<file path="config.mk">
export PLATFORM = sky130hd
export DESIGN_NAME = hazard_scoreboard
export DESIGN_NICKNAME = d
export VERILOG_FILES = /design/src/rtl/hazard_scoreboard.sv
export SDC_FILE = /design/constraint.sdc
export NUM_CORES = 1
export LEC_CHECK = 0
export BUFFER_PORTS_ARGS = -buffer_cell sky130_fd_sc_hd__buf_2
export CORE_MARGIN = 8
export CORE_UTILIZATION = 47
export CTS_BUF_LIST = sky130_fd_sc_hd__clkbuf_16
export CTS_CLUSTER_SIZE = 28
export DETAILED_ROUTE_END_ITERATION = 8
export PLACE_DENSITY = 0.83
export SYNTH_ARGS = -nofsm -noshare
export SYNTH_HDL_FRONTEND = slang
export SYNTH_SLANG_ARGS = --single-unit
</file>
<file path="constraint.sdc">
create_clock -name clk -period 3.8 [get_ports clk]
set_clock_uncertainty 0.05 [all_clocks]
set_input_delay 0.19 -clock clk [delete_from_list [all_inputs] [get_ports clk]]
set_output_delay 0.19 -clock clk [all_outputs]
set_load 0.05 [all_outputs]
</file>
<file path="src/rtl/hazard_scoreboard.sv">
// Decode/issue hazard scoreboard: shadow pipeline of in-flight destination tags driving
// per-operand one-hot forward selects and an issue stall. Optional counters under HAZ_STATS_EN.
module hazard_scoreboard #(
  parameter int REG_BITS  = 4,
  parameter int FWD_DEPTH = 3,
  parameter int LOAD_LAT  = 1,
  parameter int STAT_W    = 16
) (
  input  logic                 clk,
  input  logic                 rst,
  input  logic                 iss_valid,
  input  logic [REG_BITS-1:0]  rs_a,
  input  logic [REG_BITS-1:0]  rs_b,
  input  logic                 use_a,
  input  logic                 use_b,
  input  logic                 early_a,
  input  logic                 early_b,
  input  logic [REG_BITS-1:0]  rd,
  input  logic                 rd_we,
  input  logic                 is_load,
  input  logic                 flush,
  output logic [FWD_DEPTH-1:0] fwd_a,
  output logic [FWD_DEPTH-1:0] fwd_b,
  output logic                 stall,
  output logic [STAT_W-1:0]    stall_cnt,
  output logic [STAT_W-1:0]    fwd_cnt
);

  logic [FWD_DEPTH:1]               stgV;
  logic [FWD_DEPTH:1]               stgLd;
  logic [FWD_DEPTH:1][REG_BITS-1:0] stgRd;
  logic                             notReadyA;
  logic                             notReadyB;
  logic                             issueWrite;

  // Scans youngest-first; returns {notReady, oneHotSelect}.
  function automatic logic [FWD_DEPTH:0] resolveOp(
    input logic                             opUse,
    input logic [REG_BITS-1:0]              rs,
    input logic                             early,
    input logic [FWD_DEPTH:1]               v,
    input logic [FWD_DEPTH:1][REG_BITS-1:0] rdTag,
    input logic [FWD_DEPTH:1]               ld
  );
    logic [FWD_DEPTH-1:0] sel;
    logic                 nr;
    logic                 found;
    int                   readyStg;
    sel      = '0;
    nr       = 1'b0;
    found    = 1'b0;
    readyStg = 0;
    for (int k = 1; k <= FWD_DEPTH; k++) begin
      if (!found && opUse && (|rs) && v[k] && (rdTag[k] == rs)) begin
        found    = 1'b1;
        readyStg = 1 + (ld[k] ? LOAD_LAT : 0) + (early ? 1 : 0);
        if (k >= readyStg) sel[k-1] = 1'b1;
        else               nr       = 1'b1;
      end
    end
    return {nr, sel};
  endfunction

  always_comb begin
    {notReadyA, fwd_a} = resolveOp(use_a, rs_a, early_a, stgV, stgRd, stgLd);
    {notReadyB, fwd_b} = resolveOp(use_b, rs_b, early_b, stgV, stgRd, stgLd);
    stall              = iss_valid & (notReadyA | notReadyB);
    issueWrite         = iss_valid & rd_we & (|rd) & ~stall & ~flush;
  end

  // Issue -> stage 1 -> ... -> stage FWD_DEPTH (retire)
  always_ff @(posedge clk) begin
    if (rst || flush) begin
      stgV <= '0;
    end else begin
      stgV[1] <= issueWrite;
      for (int k = 2; k <= FWD_DEPTH; k++) stgV[k] <= stgV[k-1];
    end
  end

  always_ff @(posedge clk) begin
    stgRd[1] <= rd;
    stgLd[1] <= is_load;
    for (int k = 2; k <= FWD_DEPTH; k++) begin
      stgRd[k] <= stgRd[k-1];
      stgLd[k] <= stgLd[k-1];
    end
  end

`ifdef HAZ_STATS_EN
  logic [STAT_W-1:0] stallCntR;
  logic [STAT_W-1:0] fwdCntR;

  function automatic logic [STAT_W-1:0] satInc(input logic [STAT_W-1:0] x);
    return (&x) ? x : x + 1'b1;
  endfunction

  always_ff @(posedge clk) begin
    if (rst) begin
      stallCntR <= '0;
      fwdCntR   <= '0;
    end else begin
      if (stall) stallCntR <= satInc(stallCntR);
      if (iss_valid && !stall && !flush && ((|fwd_a) || (|fwd_b)))
        fwdCntR <= satInc(fwdCntR);
    end
  end

  assign stall_cnt = stallCntR;
  assign fwd_cnt   = fwdCntR;
`else
  assign stall_cnt = '0;
  assign fwd_cnt   = '0;
`endif

endmodule

</file>
Word-level counts from Yosys, hierarchy flattened

Cells that the tools add are included.
W data, S select, Z words.

$add $sub $neg: 9
Magnitude comparators: 6
Reduce and logical (&&, ||, !) cells: 30
Bitwise gates (word level): 8
Equal/unequal tests: 6
Multiplexer cells: 33

Operators with widths:

| operator              | count |
|---|---|
| $ge A3 B32 Y1 const A | 3 |
| $add A3 B32 Y32       | 2 |
| $add A32 B32 Y32      | 2 |
| $ge A2 B32 Y1 const A | 2 |
| $mux W1               | 33 |
| $add A32 B2 Y32       | 1 |
| $eq A4 B4 Y1          | 6 |
| $logic_and A1 B1 Y1   | 22 |
| $reduce_or A4 Y1      | 3 |
| $add A1 B1 Y2 const A | 3 |
| $and A1 B1 Y1         | 5 |
| $logic_not A1 Y1      | 4 |
| $add A2 B1 Y3         | 1 |
| $ge A2 B3 Y1 const A  | 1 |
| $not A1 Y1            | 2 |
| $logic_or A1 B1 Y1    | 1 |
| $or A1 B1 Y1          | 1 |

Output and inout bits: 39
Register bits after elaboration: 18
Input port bits: 22
Word-level logic and storage cells: 97

Logic depth before layout (Yosys ltp)

Word-level depth: 22
Depth in mapped cells: 5
Mapped depth without buffers: 5

Worst setup path before layout

Ideal clock, no wire load.

Kind: register -> output
Start point: register stgRd[3] in the netlist's numbering
End point: output port fwd_b[2]
Path buffers: 0
Path slack: 1612 ps
Data arrival time: 1948 ps
Cell stages (with the launch flop): 5
Data required time: 3560 ps
Cell sequence: dfxtp_1 -> xnor2_1 -> and2_4 -> a21oi_1 -> nor3b_1

Word-level cells in the longest chain between the ends: 15

Ends and longest elaborated chain:

| what                                | RTL line | RTL |
|---|---|---|
| start, declared                     | 31       | `logic [FWD_DEPTH:1][REG_BITS-1:0] stgRd;` |
| start signal, assigned by index     | 85       | `stgRd[k] <= stgRd[k-1];` |
| $eq A4 B4 Y1 *                      | 54       | `if (!found && opUse && (\|rs) && v[k] && (rdTag[k] == rs)) begin` |
| $logic_and A1 B1 Y1 *               | 54       |  |
| $mux W1 *                           | 54       |  |
| $logic_not A1 Y1                    | 54       |  |
| $logic_and A1 B1 Y1 (4 in series)   | 54       |  |
| $mux W1 *                           | 54       |  |
| $logic_not A1 Y1 *                  | 54       |  |
| $logic_and A1 B1 Y1 * (4 in series) | 54       |  |
| $mux W1 *                           | 54       |  |
| end, declared                       | 23       | `output logic [FWD_DEPTH-1:0] fwd_b,` |

Every way passes the cells marked *; elsewhere a longest branch is shown, timed or not.

Worst setup path in the final report

Start point: register stgRd[2] in the netlist's numbering
End point: output port stall

Word-level cells in the longest chain between the ends: 17
Elaborated cells on any way between the ends: 40
Those cells by class: 2 x eq/ne; 14 x mux; 2 x bitwise; 22 x reduce/logical

Ends and longest elaborated chain:

| what                              | RTL line | RTL |
|---|---|---|
| $eq A4 B4 Y1                      | 54       |  |
| $logic_and A1 B1 Y1               | 54       |  |
| $mux W1                           | 54       |  |
| $logic_not A1 Y1                  | 54       |  |
| $logic_and A1 B1 Y1 (4 in series) | 54       |  |
| $mux W1                           | 54       |  |
| $logic_not A1 Y1                  | 54       |  |
| $logic_and A1 B1 Y1 (4 in series) | 54       |  |
| $mux W1                           | 54       |  |
| $or A1 B1 Y1 *                    | 67       | `stall = iss_valid & (notReadyA \| notReadyB);` |
| $and A1 B1 Y1 *                   | 67       |  |
| end, declared                     | 24       | `output logic stall,` |

Marks and branches as above.

==> impl_summary.md <==
Status
The run finished with clean final reports.

STA
For the final routed database, the setup TNS stands at 0 ns. The count of endpoints failing hold in the final timing report came to 0. Setup repair after global routing left no endpoint under its margin. After layout, the worst path uses between 50% and 60% of the clock period.

The highest achievable clock rate is approximately 480 MHz. After layout, the worst setup slack is roughly 1.7 ns. Setup violations remaining at the end of the flow were counted as 0. The smallest clock period supported by the final layout is computed as about 2.1 ns. The final count of pins violating max slew is 0.

Global route
The first global-routing pass estimated approximately 4 mm of wire. The number of global-route vias before repair is 914. Entering global routing, the biggest net connects 11 pins. The global router's overall resource usage is between 10% and 20%. The global routing's busiest layer is met2.

The initial antenna violation count is 0. The met2 capacity usage during global routing is 22.33%. Global routing consumed, on the met3 layer, between 4 and 5% of the routing resources. For this run the aggregate overflow at the end of global routing stands at 0.

The met1 usage in global routing is 12.29%.

Clock tree
The maximum level of the CTS H-tree is 1. TritonCTS built the clock tree. The buffer type at the clock tree root is sky130_fd_sc_hd__clkbuf_16. The count of cells resized by post-cts repair is 0. The quantity of hold-fixing buffers added after cts is 1. The longest clock path from root to sink contains 2 buffers.

Clock latency on the worst-skew pair, taken at its later pin, is about 0.25 ns. The number of clock sinks is 17. In this run the post-CTS setup repair buffer count came out at 0. The CTS buffer count is 3.

After clock tree synthesis, the clock-pin slew on the worst setup and hold paths is 0.05 ns.

Setup path
On the critical path the largest part of the delay comes from compound AO/OA/AOI/OAI gates. The worst setup path is captured at a primary output. The critical path's slowest cell is sky130_fd_sc_hd__dfxtp_1.

The largest stage delay on the critical path is 0.39 ns. The kind of start point of the critical path is a flop. The worst register-to-register path begins at stgRd[1]$_DFF_P_. The count of buffering cells on the critical path with inverters included is 1. STA puts the critical path data required time at 3.56 ns. The reg-to-reg critical path endpoint is stgV[1]$_SDFF_PP0_. Counting cells, the worst reg-to-reg path comes to 5. The critical path goes through xor2_1, nor3_2, a21oi_1, a41oi_1, a21boi_1, buf_2. Across all register-to-register paths, the minimum setup slack is about 2.3 ns.

The critical path data arrival time is roughly 1.9 ns. The category of the most critical setup path is flop to primary output. Along the worst path, the maximum fanout reaches 3.

Die
The core region is between 2000 and 2500 sq um. The floorplan step defined a die boundary enclosing slightly above 4000 sq um. In this run the core area contains 17 standard-cell rows. The I/O pin count is 61. The effective utilization at floorplan is roughly half. The floorplan step set the die width to approximately 64 microns.

From bottom edge to top edge, the die measures roughly 64 microns.

Finish
The post-route netlist has approximately 27% of its cells at a drive strength greater than 1. The area added between synthesis and finish is 13.05%. The layout net count is between 150 and 200. 0 antenna diodes ended up in the layout.

Yosys
The post-synthesis area per instance is approximately 9.5 sq um. The number of warnings issued by yosys is 0. Counting distinct cell types in the post-synthesis netlist gives 23.

The share of the Yosys chip area taken by registers is 31.41%. sky130_fd_sc_hd__dfxtp_1 takes more of the synthesized area than any other cell. The most used flip-flop cell after synthesis is sky130_fd_sc_hd__dfxtp_1. By count the netlist is led by sky130_fd_sc_hd__buf_4, sky130_fd_sc_hd__xor2_1, sky130_fd_sc_hd__dfxtp_1, sky130_fd_sc_hd__xnor2_1, sky130_fd_sc_hd__nand3_1. The number of synthesized register bits is 17. The portion of synthesized cell area occupied by the leading cell type is 31.41%. The mapped netlist covers 1084 sq um. By instance count, the leading cell after synthesis is sky130_fd_sc_hd__buf_4. By area the synthesized netlist is led by sky130_fd_sc_hd__dfxtp_1, sky130_fd_sc_hd__buf_4, sky130_fd_sc_hd__xor2_1. Counting flops with a built-in enable in the synthesized netlist gives 0. The synthesized instance count is 114. Counting flops with an async set or reset pin after synthesis yields a share of 0%.

Min path
The worst hold path endpoint is stgRd[2]$_DFF_P_. The path class of the lowest-slack min-delay path is primary input to flop. Counting instances, the worst hold path has a depth of 1. The startpoint identified for the worst hold timing path is rd[2].

Power and ir drop
In this run the power density over the cells is approximately 430 nW/um^2. Total power for the finished layout comes to ~530 uW. The leakage power total is 0.0005976 uW. The worst ir drop on vdd is around 380 uV.

Placed design
The detailed-placement wirelength estimate is 2.135 mm. During placement, the flow inserted port buffers numbering 28. The weighted congestion reported at the end of routability-driven placement is a little over 0.8. Prior to clock tree synthesis, the placed netlist has a worst setup slack of approximately 2 ns.

Detailed routing
The post-route antenna net violation count is 0. The total wirelength of the detailed-routed design is 2.572 mm. The detailed-router iteration count before antenna repair is 4. The DRC violations left is 0. The detail-routed net length per standard cell is roughly 15 microns. The via total after detailed routing is between 800 and 900. The number of violations reported at the end of detailed-routing iteration 0 is 10. The average vias per placed instance is around 4.7.

Flow run
The reported max-cap violation count is 0.
[state kept, by name, indices dropped and copies added, names as in the netlist]
signal	count
stgLd	2
stgRd	12
stgV	3
[report_power, final]
group          total [uW]  internal (uW)  switching, uW
Combinational         126           25.6            100
Clock                 210            141           68.9
Sequential            196            187           9.00
[cell usage in the layout (no fill, tap or decap), types with 3 or more instances in the layout]
master	count
sky130_fd_sc_hd__conb_1	32
sky130_fd_sc_hd__buf_2	28
sky130_fd_sc_hd__xor2_1	18
sky130_fd_sc_hd__dfxtp_1	17
sky130_fd_sc_hd__xnor2_1	6
sky130_fd_sc_hd__nand3_1	5
sky130_fd_sc_hd__nand2_1	4
sky130_fd_sc_hd__nor3_1	4
sky130_fd_sc_hd__and3_1	3
sky130_fd_sc_hd__clkbuf_16	3
[metrics by stage]
stage	utilization, %	cell area, sq um	hold slack [ns]	cells
after floorplan	-	1200	0.1677	145
after detailed placement	51.80	1135	0.2444	169
after CTS	55.91	1225	0.005761	174
after global routing	55.91	1225	0.001465	174
after global placement	51.80	1135	0.2421	169
final	55.91	1225	0.005201	174
[final cells by class]
cell class	count	area [sq um]
fillers	200	965.9
multi-input cells	94	611.8
flip-flops and latches	17	340.3
repair buffers	29	150.1
clock buffers	3	75.07
well taps	28	35.03
inverters	2	7.507
clock inverters	1	5.005
[cells by family after synthesis]
logic type / count (synthesis) / share of synthesized area [%]
DFF: 17 / 31.41
buffers and inverters: 34 / 22.86
and+or+nand+nor: 29 / 17.67
AOI/OAI and AO/OA: 9 / 8.314
xor gates and xnor gates: 24 / 19.40
other: 1 / 0.3461
[worst register-to-register path, cell delays in order, from the launching register on]
cell and delay [ns]:
sky130_fd_sc_hd__dfxtp_1 0.34, sky130_fd_sc_hd__xor2_1 0.16, sky130_fd_sc_hd__nor3_2 0.27, sky130_fd_sc_hd__a21oi_1 0.15, sky130_fd_sc_hd__a41oi_1 0.30, sky130_fd_sc_hd__and3_1 0.20
[worst max path at each step]
stage	slack, ns	to	cells after the start	start
floorplan	1.61	fwd_b[2]	4	stgRd[3]$_DFF_P_
global placement	2.11	stall	6	rs_a[2]
detailed placement	2.00	stall	7	rs_a[1]
CTS	1.72	stall	6	stgRd[0]$_DFF_P_
global route	1.60	stall	6	stgRd[0]$_DFF_P_
finish	1.70	stall	6	stgRd[2]$_DFF_P_
[routing by layer]
| metal | up-vias | share of wire (%) | wire, microns |
|---|---|---|---|
| met5 | - | 0 | 0 |
| met4 | 0 | 1.5 | 38 |
| met3 | 6 | 9.8 | 252 |
| met2 | 49 | 50 | 1275 |
| met1 | 375 | 39 | 1005 |
| li1 | 383 | - | - |
Power figures use the tool's default switching activity.
